## config.mk

```make
export PLATFORM = sky130hd
export DESIGN_NAME = id_ex_pipe
export DESIGN_NICKNAME = d
export VERILOG_FILES = /design/src/rtl/id_ex_pipe.sv
export SDC_FILE = /design/constraint.sdc
export NUM_CORES = 1
export LEC_CHECK = 0
export ABC_CLOCK_PERIOD_IN_PS = 6760
export CORE_AREA = 2 2 228 230
export DETAILED_ROUTE_END_ITERATION = 12
export DIE_AREA = 0 0 230 232
export GPL_TIMING_DRIVEN = 1
export PLACE_DENSITY = 0.54
export SYNTH_ARGS = -nofsm -noshare
export SYNTH_HDL_FRONTEND = slang
export SYNTH_SLANG_ARGS = --single-unit
```

## constraint.sdc

```tcl
create_clock -name clk -period 6.76 [get_ports clk]
set_input_delay 1.014 -clock clk [delete_from_list [all_inputs] [get_ports clk]]
set_output_delay 1.014 -clock clk [all_outputs]
set_load 0.01 [all_outputs]
```

## src/rtl/id_ex_pipe.sv

```systemverilog
// id_ex_pipe: RV32I decode stage with a built-in ID/EX pipeline register.
// Decodes inst_i into ALU operands (op1/op2) and branch-adder operands
// (op1_jump/op2_jump), forwards write-back data onto rs1/rs2, and registers
// the result behind a valid/ready handshake. Includes a load-use interlock,
// a jump flush, illegal-opcode flagging and a saturating stall counter.
// Ports:
//   clk, rst                  clock, synchronous active-high reset
//   inst_*_i / id_ready_o     upstream handshake from IF/ID
//   regr*_addr_o, reg*_rdata_i, csrr_addr_o, csr_rdata_i  register/CSR reads
//   wb_regw_*_i               write-back port, used for forwarding
//   ex_jump_flag_i            taken jump in EX, flushes this stage
//   ex_ready_i / ex_valid_o   downstream handshake to EX
//   remaining *_o             registered decode results, stall_cnt_o
module id_ex_pipe #(
  parameter int          XLEN     = 32,
  parameter int          CSR_AW   = 32,
  parameter logic [31:0] NOP_INST = 32'h0000_0013,
  parameter bit          FWD_EN   = 1'b1,
  parameter int          CNT_W    = 16
) (
  input  logic              clk,
  input  logic              rst,
  input  logic [31:0]       inst_i,
  input  logic [XLEN-1:0]   inst_addr_i,
  input  logic              inst_valid_i,
  output logic              id_ready_o,
  output logic [4:0]        regr1_addr_o,
  output logic [4:0]        regr2_addr_o,
  input  logic [XLEN-1:0]   reg1_rdata_i,
  input  logic [XLEN-1:0]   reg2_rdata_i,
  output logic [CSR_AW-1:0] csrr_addr_o,
  input  logic [XLEN-1:0]   csr_rdata_i,
  input  logic              wb_regw_enable_i,
  input  logic [4:0]        wb_regw_addr_i,
  input  logic [XLEN-1:0]   wb_regw_data_i,
  input  logic              ex_jump_flag_i,
  input  logic              ex_ready_i,
  output logic              ex_valid_o,
  output logic [31:0]       inst_o,
  output logic [XLEN-1:0]   inst_addr_o,
  output logic [XLEN-1:0]   reg1_rdata_o,
  output logic [XLEN-1:0]   reg2_rdata_o,
  output logic [XLEN-1:0]   op1_o,
  output logic [XLEN-1:0]   op2_o,
  output logic [XLEN-1:0]   op1_jump_o,
  output logic [XLEN-1:0]   op2_jump_o,
  output logic              regw_enable_o,
  output logic [4:0]        regw_addr_o,
  output logic              csrw_enable_o,
  output logic [CSR_AW-1:0] csrw_addr_o,
  output logic [XLEN-1:0]   csr_rdata_o,
  output logic              is_load_o,
  output logic              illegal_o,
  output logic [CNT_W-1:0]  stall_cnt_o
);

  localparam logic [6:0] OPC_OPIMM  = 7'b0010011;
  localparam logic [6:0] OPC_OP     = 7'b0110011;
  localparam logic [6:0] OPC_LOAD   = 7'b0000011;
  localparam logic [6:0] OPC_STORE  = 7'b0100011;
  localparam logic [6:0] OPC_BRANCH = 7'b1100011;
  localparam logic [6:0] OPC_JAL    = 7'b1101111;
  localparam logic [6:0] OPC_JALR   = 7'b1100111;
  localparam logic [6:0] OPC_LUI    = 7'b0110111;
  localparam logic [6:0] OPC_AUIPC  = 7'b0010111;
  localparam logic [6:0] OPC_SYSTEM = 7'b1110011;
  localparam logic [6:0] OPC_FENCE  = 7'b0001111;

  typedef struct packed {
    logic [31:0]       inst;
    logic [XLEN-1:0]   pc;
    logic [XLEN-1:0]   rs1;
    logic [XLEN-1:0]   rs2;
    logic [XLEN-1:0]   op1;
    logic [XLEN-1:0]   op2;
    logic [XLEN-1:0]   op1j;
    logic [XLEN-1:0]   op2j;
    logic              regw;
    logic [4:0]        rd;
    logic              csrw;
    logic [CSR_AW-1:0] csr_addr;
    logic [XLEN-1:0]   csr_rdata;
    logic              is_load;
    logic              illegal;
  } pipe_t;

  logic [6:0] opc;
  logic [2:0] f3;
  logic       is_csr, rs1_use, rs2_use;
  logic [XLEN-1:0] imm_i, imm_s, imm_b, imm_j, imm_u, zimm;
  logic [XLEN-1:0] rs1_data, rs2_data;
  logic       hazard, xfer;

  pipe_t dec, bubble;
  pipe_t pipe_q, pipe_d;
  logic  valid_q, valid_d;
  logic [CNT_W-1:0] cnt_q, cnt_d;

  assign opc    = inst_i[6:0];
  assign f3     = inst_i[14:12];
  assign is_csr = (opc == OPC_SYSTEM) && (f3 != 3'd0);

  assign imm_i = {{(XLEN-12){inst_i[31]}}, inst_i[31:20]};
  assign imm_s = {{(XLEN-12){inst_i[31]}}, inst_i[31:25], inst_i[11:7]};
  assign imm_b = {{(XLEN-12){inst_i[31]}}, inst_i[7], inst_i[30:25], inst_i[11:8], 1'b0};
  assign imm_j = {{(XLEN-20){inst_i[31]}}, inst_i[19:12], inst_i[20], inst_i[30:21], 1'b0};
  assign imm_u = {{(XLEN-32){inst_i[31]}}, inst_i[31:12], 12'b0};
  assign zimm  = {{(XLEN-5){1'b0}}, inst_i[19:15]};

  // Which source registers the format actually reads. CSR immediate forms
  // (funct3[2]=1) carry a zimm in the rs1 field, so they read nothing.
  always_comb begin
    rs1_use = 1'b0;
    rs2_use = 1'b0;
    unique case (opc)
      OPC_OPIMM, OPC_LOAD, OPC_JALR:      rs1_use = 1'b1;
      OPC_OP, OPC_STORE, OPC_BRANCH: begin
        rs1_use = 1'b1;
        rs2_use = 1'b1;
      end
      OPC_SYSTEM:                         rs1_use = is_csr && !f3[2];
      default: ;
    endcase
  end

  assign regr1_addr_o = rs1_use ? inst_i[19:15] : 5'd0;
  assign regr2_addr_o = rs2_use ? inst_i[24:20] : 5'd0;
  assign csrr_addr_o  = is_csr ? CSR_AW'(inst_i[31:20]) : '0;

  // Address 0 never matches a used source in a harmful way: x0 is never
  // forwarded, so reads of x0 (and unused sources) keep the regfile value.
  assign rs1_data = (FWD_EN && wb_regw_enable_i && wb_regw_addr_i != 5'd0 &&
                     wb_regw_addr_i == regr1_addr_o) ? wb_regw_data_i : reg1_rdata_i;
  assign rs2_data = (FWD_EN && wb_regw_enable_i && wb_regw_addr_i != 5'd0 &&
                     wb_regw_addr_i == regr2_addr_o) ? wb_regw_data_i : reg2_rdata_i;

  always_comb begin
    bubble      = '0;
    bubble.inst = NOP_INST;

    dec      = '0;
    dec.inst = inst_i;
    dec.pc   = inst_addr_i;
    dec.rs1  = rs1_data;
    dec.rs2  = rs2_data;
    unique case (opc)
      OPC_OPIMM:  begin dec.op1 = rs1_data; dec.op2 = imm_i; dec.regw = 1'b1; end
      OPC_OP:     begin dec.op1 = rs1_data; dec.op2 = rs2_data; dec.regw = 1'b1; end
      OPC_LOAD:   begin dec.op1 = rs1_data; dec.op2 = imm_i; dec.regw = 1'b1;
                        dec.is_load = 1'b1; end
      OPC_STORE:  begin dec.op1 = rs1_data; dec.op2 = imm_s; end
      OPC_BRANCH: begin dec.op1 = rs1_data; dec.op2 = rs2_data;
                        dec.op1j = inst_addr_i; dec.op2j = imm_b; end
      OPC_JAL:    begin dec.op1 = inst_addr_i; dec.op2 = XLEN'(4);
                        dec.op1j = inst_addr_i; dec.op2j = imm_j; dec.regw = 1'b1; end
      OPC_JALR:   begin dec.op1 = inst_addr_i; dec.op2 = XLEN'(4);
                        dec.op1j = rs1_data; dec.op2j = imm_i; dec.regw = 1'b1; end
      OPC_LUI:    begin dec.op1 = imm_u; dec.regw = 1'b1; end
      OPC_AUIPC:  begin dec.op1 = inst_addr_i; dec.op2 = imm_u; dec.regw = 1'b1; end
      OPC_SYSTEM: if (is_csr) begin
                    dec.op1       = f3[2] ? zimm : rs1_data;
                    dec.csrw      = 1'b1;
                    dec.csr_addr  = CSR_AW'(inst_i[31:20]);
                    dec.csr_rdata = csr_rdata_i;
                    dec.regw      = 1'b1;
                  end
      OPC_FENCE:  ;
      default:    dec.illegal = 1'b1;
    endcase
    if (inst_i[11:7] == 5'd0) dec.regw = 1'b0;
    dec.rd = dec.regw ? inst_i[11:7] : 5'd0;
  end

  // Load-use: the load in EX has not produced its data yet.
  assign hazard = valid_q && pipe_q.is_load && pipe_q.rd != 5'd0 && inst_valid_i &&
                  (regr1_addr_o == pipe_q.rd || regr2_addr_o == pipe_q.rd);

  assign id_ready_o = ex_jump_flag_i || (!hazard && (!valid_q || ex_ready_i));
  assign xfer       = inst_valid_i && id_ready_o;

  always_comb begin
    valid_d = valid_q;
    pipe_d  = pipe_q;
    cnt_d   = cnt_q;
    if (ex_jump_flag_i) begin
      valid_d = 1'b0;
      pipe_d  = bubble;
    end else if (hazard) begin
      if (cnt_q != '1) cnt_d = cnt_q + 1'b1;
      if (ex_ready_i) begin
        valid_d = 1'b0;
        pipe_d  = bubble;
      end
    end else if (xfer) begin
      valid_d = 1'b1;
      pipe_d  = dec;
    end else if (ex_ready_i) begin
      valid_d = 1'b0;
      pipe_d  = bubble;
    end
  end

  always_ff @(posedge clk) begin
    if (rst) begin
      valid_q <= 1'b0;
      pipe_q  <= bubble;
      cnt_q   <= '0;
    end else begin
      valid_q <= valid_d;
      pipe_q  <= pipe_d;
      cnt_q   <= cnt_d;
    end
  end

  assign ex_valid_o    = valid_q;
  assign inst_o        = pipe_q.inst;
  assign inst_addr_o   = pipe_q.pc;
  assign reg1_rdata_o  = pipe_q.rs1;
  assign reg2_rdata_o  = pipe_q.rs2;
  assign op1_o         = pipe_q.op1;
  assign op2_o         = pipe_q.op2;
  assign op1_jump_o    = pipe_q.op1j;
  assign op2_jump_o    = pipe_q.op2j;
  assign regw_enable_o = pipe_q.regw;
  assign regw_addr_o   = pipe_q.rd;
  assign csrw_enable_o = pipe_q.csrw;
  assign csrw_addr_o   = pipe_q.csr_addr;
  assign csr_rdata_o   = pipe_q.csr_rdata;
  assign is_load_o     = pipe_q.is_load;
  assign illegal_o     = pipe_q.illegal;
  assign stall_cnt_o   = cnt_q;

endmodule

```

[After elaboration in Yosys (flattened, before gate mapping)]
Index checks and enable logic that the tools add are counted.
Storage, ports and cells
  logic and storage cells: 93
  register bits: 346
  input bits: 203
Operators by class
  add/subtract/negate cells: 1
  multiplexer cells: 26
  reductions and logical operators: 32
  bitwise operators: 1
  eq/ne operators: 16
Operator list (count)
  $mux 329: 3
  $pmux 64 s3: 1
  $pmux 32 s5: 1
  $mux 65: 2
  $mux 32: 4
  $pmux 32 s4: 1
  $eq 7x7->1 const B: 4
  $eq 7x6->1 const B: 3
  $eq 5x5->1: 4
  $add 16x1->16 const B: 1
  $ne 16x16->1 const B: 1
  $mux 5: 3
  $eq 7x5->1 const B: 2
  $mux 12: 1
  $logic_and 1x1->1: 11
  $reduce_or 11->1: 1
  $reduce_bool 5->1: 2
  $mux 1: 8
  $reduce_or 2->1: 4
  $eq 7x2->1 const B: 1
  $eq 7x4->1 const B: 1
  $reduce_or 7->1: 1
  $reduce_or 3->1: 2
  $reduce_or 6->1: 1
  other kinds (8): 13

[Logic depth before layout (Yosys ltp)]
Gate-level depths: netlist of the first run.
  depth after elaboration: 14
  gate-level depth with buffers: 11
  gate-level depth less buffers: 8

[Worst setup path before layout of the first run]
OpenSTA, ideal clock, no wires.
  path type: in2out
  start point: input inst_i[3]
  end point: output csrr_addr_o[10]
  path buffers: 2
  arrival: 2.659 ns
  cell stages on the path: 5
  path slack: 3.087 ns
  path through: nand3b_1 clkbuf_1 nor4_1 clkbuf_1 and2_1
On the way
  cells in the longest elaborated chain, start to end: 3
RTL lines
  start: declaration: RTL line 23  | input logic [31:0] inst_i,
  $eq 7x7->1: RTL line 101  | assign is_csr = (opc == OPC_SYSTEM) && (f3 != 3'd0);
  $logic_and 1x1->1: RTL line 101
  $mux 12: RTL line 128  | assign csrr_addr_o = is_csr ? CSR_AW'(inst_i[31:20]) : '0;
  end: declaration: RTL line 31  | output logic [CSR_AW-1:0] csrr_addr_o,
Every way passes these cells.

[Worst setup path in the final report of the first run]
  start point: input inst_i[2]
  end point: output id_ready_o
On the way
  cells in the longest elaborated chain, start to end: 11
  elaborated cells between the ends (all ways): 22
  those cells by class: eq/ne: 9; mux: 4; reduce/logical: 9
RTL lines
  branches (longest 6 deep; another with $eq 7x7->1)
  $logic_or 1x1->1 *: RTL line 176  | (regr1_addr_o == pipe_q.rd || regr2_addr_o == pipe_q.rd);
  $logic_and 1x1->1 *: RTL line 175  | assign hazard = valid_q && pipe_q.is_load && pipe_q.rd != 5'd0 && inst_valid_i &&
  $logic_not 1->1 *: RTL line 178  | assign id_ready_o = ex_jump_flag_i || (!hazard && (!valid_q || ex_ready_i));
  $logic_and 1x1->1 *: RTL line 178
  $logic_or 1x1->1 *: RTL line 178
  end: declaration: RTL line 26  | output logic id_ready_o,
Mark *: on every way between the ends.

==> metrics.csv, run 1 <==
stage,metric,value,unit
critical_path,Critical Path Max Stage Delay,710,ps
grt,vias in the first global route,14288,
floorplanning,core box area,50890,um^2
pwr,clock power share,0.461,
clock_tree,clock root cell,clkbuf_16,
critical_path,Worst EP required,5750,ps
timing,Slew Limit Headroom,0.2262,
pwr,Worst VDD drop,0.0001872,V
critical_path,CP Class,input port to primary output,
pwr,P_int,3.657,mW
cells_and_area,post-route design area,22210,um^2
critical_path,Crit path arrival time,4380,ps
worst_hold_path,Hold Crit Class,flip-flop to flip-flop,
critical_path,startpoint class of the critical path,input port,
routing,final WL,74680,um
synthesis,Post-synth EDFFs,0,
critical_path,worst path cell trace,clkdlybuf4s50_1 > nand2b_1 > o221ai_2 > a211oi_1 > o22ai_1 > o21ai_2 > o21ai_0 > clkdlybuf4s50_1,
timing,Final Hold Fails,0,
cells_and_area,Syn-to-layout area delta,50.29,%
cells_and_area,post-route insts no fill,2817,
routing,starting DRC count in detailed routing,1016,
routing,mean routed wirelength per cell,26.51,um
floorplanning,IO Count,592,
routing,routed vias,14835,
grt,initial antenna violation count,2,
cells_and_area,# nets final,2311,
synthesis,syn_area_per_cell,9.135,um^2
critical_path,"delay-heaviest family, CP",compound AO/OA/AOI/OAI gates,
clock_tree,CTS H-tree lvls,2,
synthesis,Ys Warns,0,
timing,final setup vio count,0,
floorplanning,initial core utilization,0.2905,
timing,RSZ-0062 raised after global routing,false,
timing,Slew Limit Fails,0,
routing,vias per cell,5.266,
clock_tree,clock net sink count,346,
timing,Final min period,5399,ps
pwr,Psw,1.251,mW
clock_tree,Post-CTS Resized,0,
clock_tree,Skew-Pair Late Insertion Delay,560,ps
placement,Placer Congestion,0.8884,
critical_path,critical path endpoint category,primary output,
clock_tree,CTS tree,built,
synthesis,post-synth top area cell,dfxtp_1,
floorplanning,Die Ht,232,um
floorplanning,Die W,230,um
run_status,status,"finished, final reports clean",
routing,ANT nets after route,0,
floorplanning,die area,53360,um^2
grt,first-pass GRT wire length,104900,um
timing,worst slew pin tran,1158,ps
pwr,Logic pwr share,0.113,
placement,HPWL after detailed placement,53380,um
routing,First-pass DRT Iterations,5,
synthesis,post-synth top area share,0.4686,
synthesis,Cells after Synth,1618,
pwr,Reg power frac,0.426,
synthesis,Synth Flop Type,dfxtp_1,
placement,PortBufs,571,
routing,DRC,0,
synthesis,register area share after synthesis,0.4686,
placement,dpl cells,2743,
timing,Tcrit/Tclk final,0.7986,
synthesis,cell area after synthesis,14780,um^2
timing,Final Skew,19.86,ps
pwr,Pleak,7.825,nW
synthesis,Synth area leaders,"dfxtp_1 47%, a21oi_1 5.4%, a22o_1 4.0%, nand3_1 4.0%, mux2i_1 3.9%",
grt,grt total ovfl,0,
critical_path,CP most frequent cell,clkdlybuf4s50_1,
synthesis,synthesized flop and latch total,346,
grt,Tot GR Track Use,0.2691,
critical_path,"Buf+Inv Stages, Crit Path",2,
clock_tree,CTS Hold Bufs,0,
critical_path,Worst Path Max Fanout,16,
grt,largest net degree at the start of global routing,146,
timing,TNS Setup,0,ps
critical_path,flop2flop setup slack,2820,ps
clock_tree,Max Root-Sink Buffers,3,
cells_and_area,layout cells sized above 1,0.06976,
clock_tree,Worst-path clk slew,50,ps
floorplanning,row cnt,83,
synthesis,ys async rst share,0,
clock_tree,clock buffer count from CTS,42,
synthesis,unique cell type count in the Yosys netlist,66,
timing,upper clock frequency limit,185.2,MHz
pwr,sw frac,0.2549,
clock_tree,Setup Buffers After CTS,0,
critical_path,Critical-path top delay cell,clkdlybuf4s50_1,
pwr,power density cells,221.0,nW/um^2
placement,placed cell areas,20860,um^2
run,# Max-Cap Violations,0,
## power groups by stage
stage               sequential [mW]  clock (mW)  combinational, mW
floorplan                      2.15           0              0.209
global placement               2.13           0              0.555
detailed placement             2.14           0              0.555
CTS                            2.09        2.32              0.558
global route                   2.09        2.39              0.589
finish                         2.09        2.26              0.557
## sequential cells by signal, summed over array words and instances (netlist names)
name           count
csrw_enable_o      1
csrw_addr_o       32
op2_o             32
csr_rdata_o       32
op1_jump_o        32
inst_o            32
regw_addr_o        5
regw_enable_o      1
stall_cnt_o       16
reg2_rdata_o      32
reg1_rdata_o      32
illegal_o          1
ex_valid_o         1
op2_jump_o        32
is_load_o          1
inst_addr_o       32
op1_o             32
## synthesized netlist by cell type, types with 6 or more instances
master / number
buf_2: 44
mux2_2: 14
buf_4: 24
and3_1: 12
a22oi_1: 52
nand3_1: 118
nor3_1: 19
o221ai_1: 7
a211oi_1: 44
a21o_1: 21
a22o_1: 68
nand2_1: 127
o221ai_2: 14
o21ai_0: 90
nor4bb_1: 7
o2111ai_1: 6
buf_6: 10
a21oi_1: 159
dfxtp_1: 346
nor3b_1: 8
xor2_1: 8
or3_1: 6
nor4_1: 6
a31oi_1: 8
and2_1: 67
buf_1: 7
nor2_1: 39
inv_1: 18
a2bb2oi_1: 24
clkbuf_1: 93
mux2i_1: 57
a32oi_1: 7
nand4_1: 8
o21ai_1: 7
xnor2_1: 9
## kinds of logic after synthesis
kind of cell	share of synthesized area
AOI/OAI and AO/OA	0.2497
and+or+nand+nor	0.1565
DFF	0.4686
buffers and inverters	0.06467
muxes	0.04927
xor gates and xnor gates	0.01007
adders and majority gates	0.0008464
other	0.0002537
## routing by layer
metal,vias to the layer above,share of wire,GRT usage
met2,681,0.47,0.4435
met4,0,0.032,0.09073
met1,7185,0.41,0.3421
li1,6856,-,-
met3,113,0.081,0.06827
met5,-,0,0
## worst reg2reg max path, cell delays in order, from the launching register on
cell and delay, ps:
dfxtp_1 420, or4_1 540, o2111ai_1 180, inv_1 110, a41oi_2 280, o21a_4 620
nand3_4 550, or2_2 780, o221ai_1 370
## cell usage in the layout, fill, tap and decap left out, types with 17 or more instances in the layout
| master | instances |
|---|---|
| a2bb2oi_1 | 24 |
| a21oi_1 | 158 |
| a21o_1 | 21 |
| a211oi_1 | 44 |
| nor2_1 | 37 |
| dfxtp_1 | 346 |
| conb_1 | 20 |
| nor3_1 | 19 |
| clkdlybuf4s50_1 | 571 |
| o21ai_0 | 90 |
| buf_4 | 31 |
| a22oi_1 | 52 |
| mux2i_1 | 57 |
| a22o_1 | 68 |
| nand3_1 | 118 |
| inv_1 | 17 |
| and2_1 | 67 |
| clkbuf_16 | 43 |
| nand2_1 | 126 |
## path summary, 6_finish.rpt
path / cells after the start / startpoint / endpoint
worst max-delay path: 8 / inst_i[2] / id_ready_o
worst min register to register: 1 / op2_jump_o[27] / op2_jump_o[27]
worst max register to register: 8 / regw_addr_o[1] / op1_o[30]
worst min-delay path: 1 / op2_jump_o[27] / op2_jump_o[27]
## layout make-up
| class | count | area (um^2) |
|---|---|---|
| Antenna cell | 1 | 2.502 |
| Clock buffer | 67 | 1266 |
| Clock inverter | 6 | 86.33 |
| Fill cell | 4983 | 28670 |
| Inverter | 18 | 72.57 |
| Multi-Input combinational cell | 1095 | 7020 |
| Sequential cell | 346 | 6927 |
| Tap cell | 680 | 850.8 |
| Timing Repair Buffer | 604 | 5988 |
## per-stage QoR
step	setup slack, ps	hold WS [ps]	power (mW)	utilization
6_report	1361	455.1	4.908	0.4365
4_1_cts	1434	457.8	4.965	0.4365
3_5_place_dp	1111	441.3	2.690	0.4099
5_1_grt	1144	471.5	5.075	0.4365
2_1_floorplan	3087	483.1	2.356	-
3_3_place_gp	1170	434.7	2.689	0.4099
(Power assumes the default switching activity.)
==> inputs of run 2 (changes only) <==
--- a/config.mk
+++ b/config.mk
@@ -5,10 +5,10 @@
 export SDC_FILE = /design/constraint.sdc
 export NUM_CORES = 1
 export LEC_CHECK = 0
-export ABC_CLOCK_PERIOD_IN_PS = 6760
-export CORE_AREA = 2 2 228 230
+export ABC_CLOCK_PERIOD_IN_PS = 4900
+export CORE_AREA = 2 2 233 235
 export DETAILED_ROUTE_END_ITERATION = 12
-export DIE_AREA = 0 0 230 232
+export DIE_AREA = 0 0 235 237
 export GPL_TIMING_DRIVEN = 1
 export PLACE_DENSITY = 0.54
 export SYNTH_ARGS = -nofsm -noshare
==> constraint.sdc (replaced) <==
create_clock -name clk -period 4.9 [get_ports clk]
set_input_delay 0.735 -clock clk [delete_from_list [all_inputs] [get_ports clk]]
set_output_delay 0.735 -clock clk [all_outputs]
set_load 0.01 [all_outputs]
==> run 2 against run 1 <==
Clock-buffer cell count down 7. Combinational power increased by 43%. Final cell count grew 1.7%. Die area increased by 4.4%. Setup slack lost 810 ps. Hold slack got worse by 5.1 ps. Sequential power is 38% higher. First-iteration DRC count is 5.6% higher. Design area rose by 1.4%. Critical path type unchanged. Highest routed layer is now met5.
==> metrics.csv, run 2 (synthesis gave the netlist of run 1 again) <==
stage,metric,value,unit
timing,Final Hold Slack,449.9,ps
clock_tree,Skew-Pair Late Insertion Delay,560,ps
floorplanning,die area,55700,um^2
timing,TNS Setup,0,ps
floorplanning,core box area,53280,um^2
grt,first-pass GRT wire length,108000,um
grt,Tot GR Track Use,0.2622,
critical_path,Critical-path top delay cell,clkdlybuf4s50_1,
pwr,Psw,1.754,mW
pwr,sw frac,0.2602,
critical_path,worst path cell trace,clkdlybuf4s50_1 > nand2b_1 > o221ai_2 > a31oi_1 > o21ai_1 > o21ai_2 > o21ai_0 > clkdlybuf4s50_1,
pwr,Logic pwr share,0.118,
placement,PortBufs,571,
critical_path,Critical Path Max Stage Delay,570,ps
timing,Tcrit/Tclk final,0.8883,
placement,pre-CTS WS,537.5,ps
critical_path,CP most frequent cell,clkdlybuf4s50_1,
routing,mean routed wirelength per cell,26.64,um
cells_and_area,Multi-input gate area,7027,um^2
timing,worst slew pin tran,1354,ps
timing,final setup vio count,0,
run,# Max-Cap Violations,0,
grt,grt total ovfl,0,
critical_path,flop2flop setup slack,1490,ps
floorplanning,initial core utilization,0.2774,
routing,DRC,0,
floorplanning,Die W,235,um
critical_path,Worst Path Max Fanout,10,
pwr,power density cells,299.2,nW/um^2
clock_tree,Max Root-Sink Buffers,3,
floorplanning,Die Ht,237,um
critical_path,CP Class,input port to primary output,
clock_tree,CTS H-tree lvls,2,
cells_and_area,Filler cells,5300,
timing,upper clock frequency limit,229.7,MHz
timing,RSZ-0062 raised after global routing,false,
placement,Placer Congestion,0.8569,
routing,vias per cell,5.238,
pwr,clock power share,0.454,
floorplanning,row cnt,85,
timing,Slew Limit Fails,0,
clock_tree,Worst-path clk slew,60,ps
pwr,Worst VDD drop,0.0002676,V
cells_and_area,most frequent cells in the layout,"571 x clkdlybuf4s50_1, 346 x dfxtp_1, 158 x a21oi_1",
routing,starting DRC count in detailed routing,1073,
critical_path,startpoint class of the critical path,input port,
cells_and_area,Storage cell area,6927,um^2
floorplanning,IO Count,592,
routing,routed vias,15011,
cells_and_area,# nets final,2344,
clock_tree,CTS Hold Bufs,0,
timing,Final min period,4353,ps
routing,First-pass DRT Iterations,5,
cells_and_area,"commonest non-fill, non-tap cell in the layout",clkdlybuf4s50_1,
pwr,Pleak,8.007,nW
cells_and_area,post-route design area,22530,um^2
clock_tree,clock net sink count,346,
grt,largest net degree at the start of global routing,167,
timing,Final Hold Fails,0,
critical_path,Worst EP required,4160,ps
pwr,Reg power frac,0.428,
clock_tree,clock root cell,clkbuf_16,
critical_path,critical path endpoint category,primary output,
timing,Final Skew,14.42,ps
pwr,P_int,4.988,mW
timing,Slew Limit Headroom,0.09751,
clock_tree,Post-CTS Resized,0,
clock_tree,clock buffer count from CTS,42,
clock_tree,CTS tree,built,
cells_and_area,Syn-to-layout area delta,52.44,%
cells_and_area,layout cells sized above 1,0.08529,
placement,HPWL after detailed placement,55590,um
run_status,status,"finished, final reports clean",
timing,Final WS setup,547.3,ps
placement,placed cell areas,21210,um^2
critical_path,Crit path arrival time,3620,ps
routing,ANT nets after route,0,
clock_tree,Setup Buffers After CTS,0,
worst_hold_path,Hold Crit Class,flip-flop to flip-flop,
pwr,Tot Pwr,6.742,mW
grt,vias in the first global route,14597,
routing,final WL,76350,um
grt,initial antenna violation count,1,
==> run 2: changes by cell type in the layout (fill, tap and decap cells not counted), moves of 3 or more <==
cell	previous run	this run
clkbuf_8	10	7
clkbuf_1	14	11
buf_4	31	58
buf_12	2	8
clkinv_2	2	8
==> run 2: metal layers <==
| metal | vias up | track usage | wire length, um |
|---|---|---|---|
| met3 | 90 | 0.06295 | 5102 |
| met5 | - | 0 | 10 |
| met4 | 2 | 0.07729 | 2221 |
| met2 | 573 | 0.4324 | 36140 |
| li1 | 6936 | - | - |
| met1 | 7410 | 0.3394 | 32880 |
==> run 2: worst paths after layout <==
path / startpoint / endpoint / depth (start not counted)
worst max-delay path: inst_i[5] / id_ready_o / 8
worst min-delay path: csrw_enable_o / csrw_enable_o / 1
worst max register to register: regw_addr_o[1] / op2_o[11] / 8
worst min register to register: csrw_enable_o / csrw_enable_o / 1
==> run 2: cell type report <==
type | instances | area share
Timing Repair Buffer | 637 | 0.2801
Sequential cell | 346 | 0.3074
Inverter | 18 | 0.003221
Clock buffer | 60 | 0.05275
Antenna cell | 1 | 0.0001111
Multi-Input combinational cell | 1095 | 0.3119
Clock inverter | 13 | 0.005886
Tap cell | 696 | 0.03865
==> run 2: critical path: cells and delay by family <==
kind,cells,cell delay (ps)
buffers and inverters,2,1100
and+or+nand+nor,1,270
AOI/OAI and AO/OA,5,1500
==> run 2: power groups by stage <==
stage | logic, mW | registers, mW | clock network [mW]
3_3_place_gp | 0.789 | 2.94 | 0
4_1_cts | 0.796 | 2.88 | 3.13
2_1_floorplan | 0.289 | 2.96 | 0
3_5_place_dp | 0.793 | 2.95 | 0
5_1_grt | 0.837 | 2.89 | 3.25
6_report | 0.795 | 2.88 | 3.06
==> run 2: metrics by stage <==
stage	utilization	instances
2_1_floorplan	-	1637
3_3_place_gp	0.3980	2792
3_5_place_dp	0.3980	2792
4_1_cts	0.4228	2865
5_1_grt	0.4228	2865
6_report	0.4229	2866
==> inputs of run 3 (changes only) <==
--- a/config.mk
+++ b/config.mk
@@ -11,6 +11,7 @@
 export DIE_AREA = 0 0 235 237
 export GPL_TIMING_DRIVEN = 1
 export PLACE_DENSITY = 0.54
+export SKIP_CTS_REPAIR_TIMING = 1
 export SYNTH_ARGS = -nofsm -noshare
 export SYNTH_HDL_FRONTEND = slang
 export SYNTH_SLANG_ARGS = --single-unit
==> results of run 3 <==
No change in the layout: final DEF, timing and power equal those of run 2.
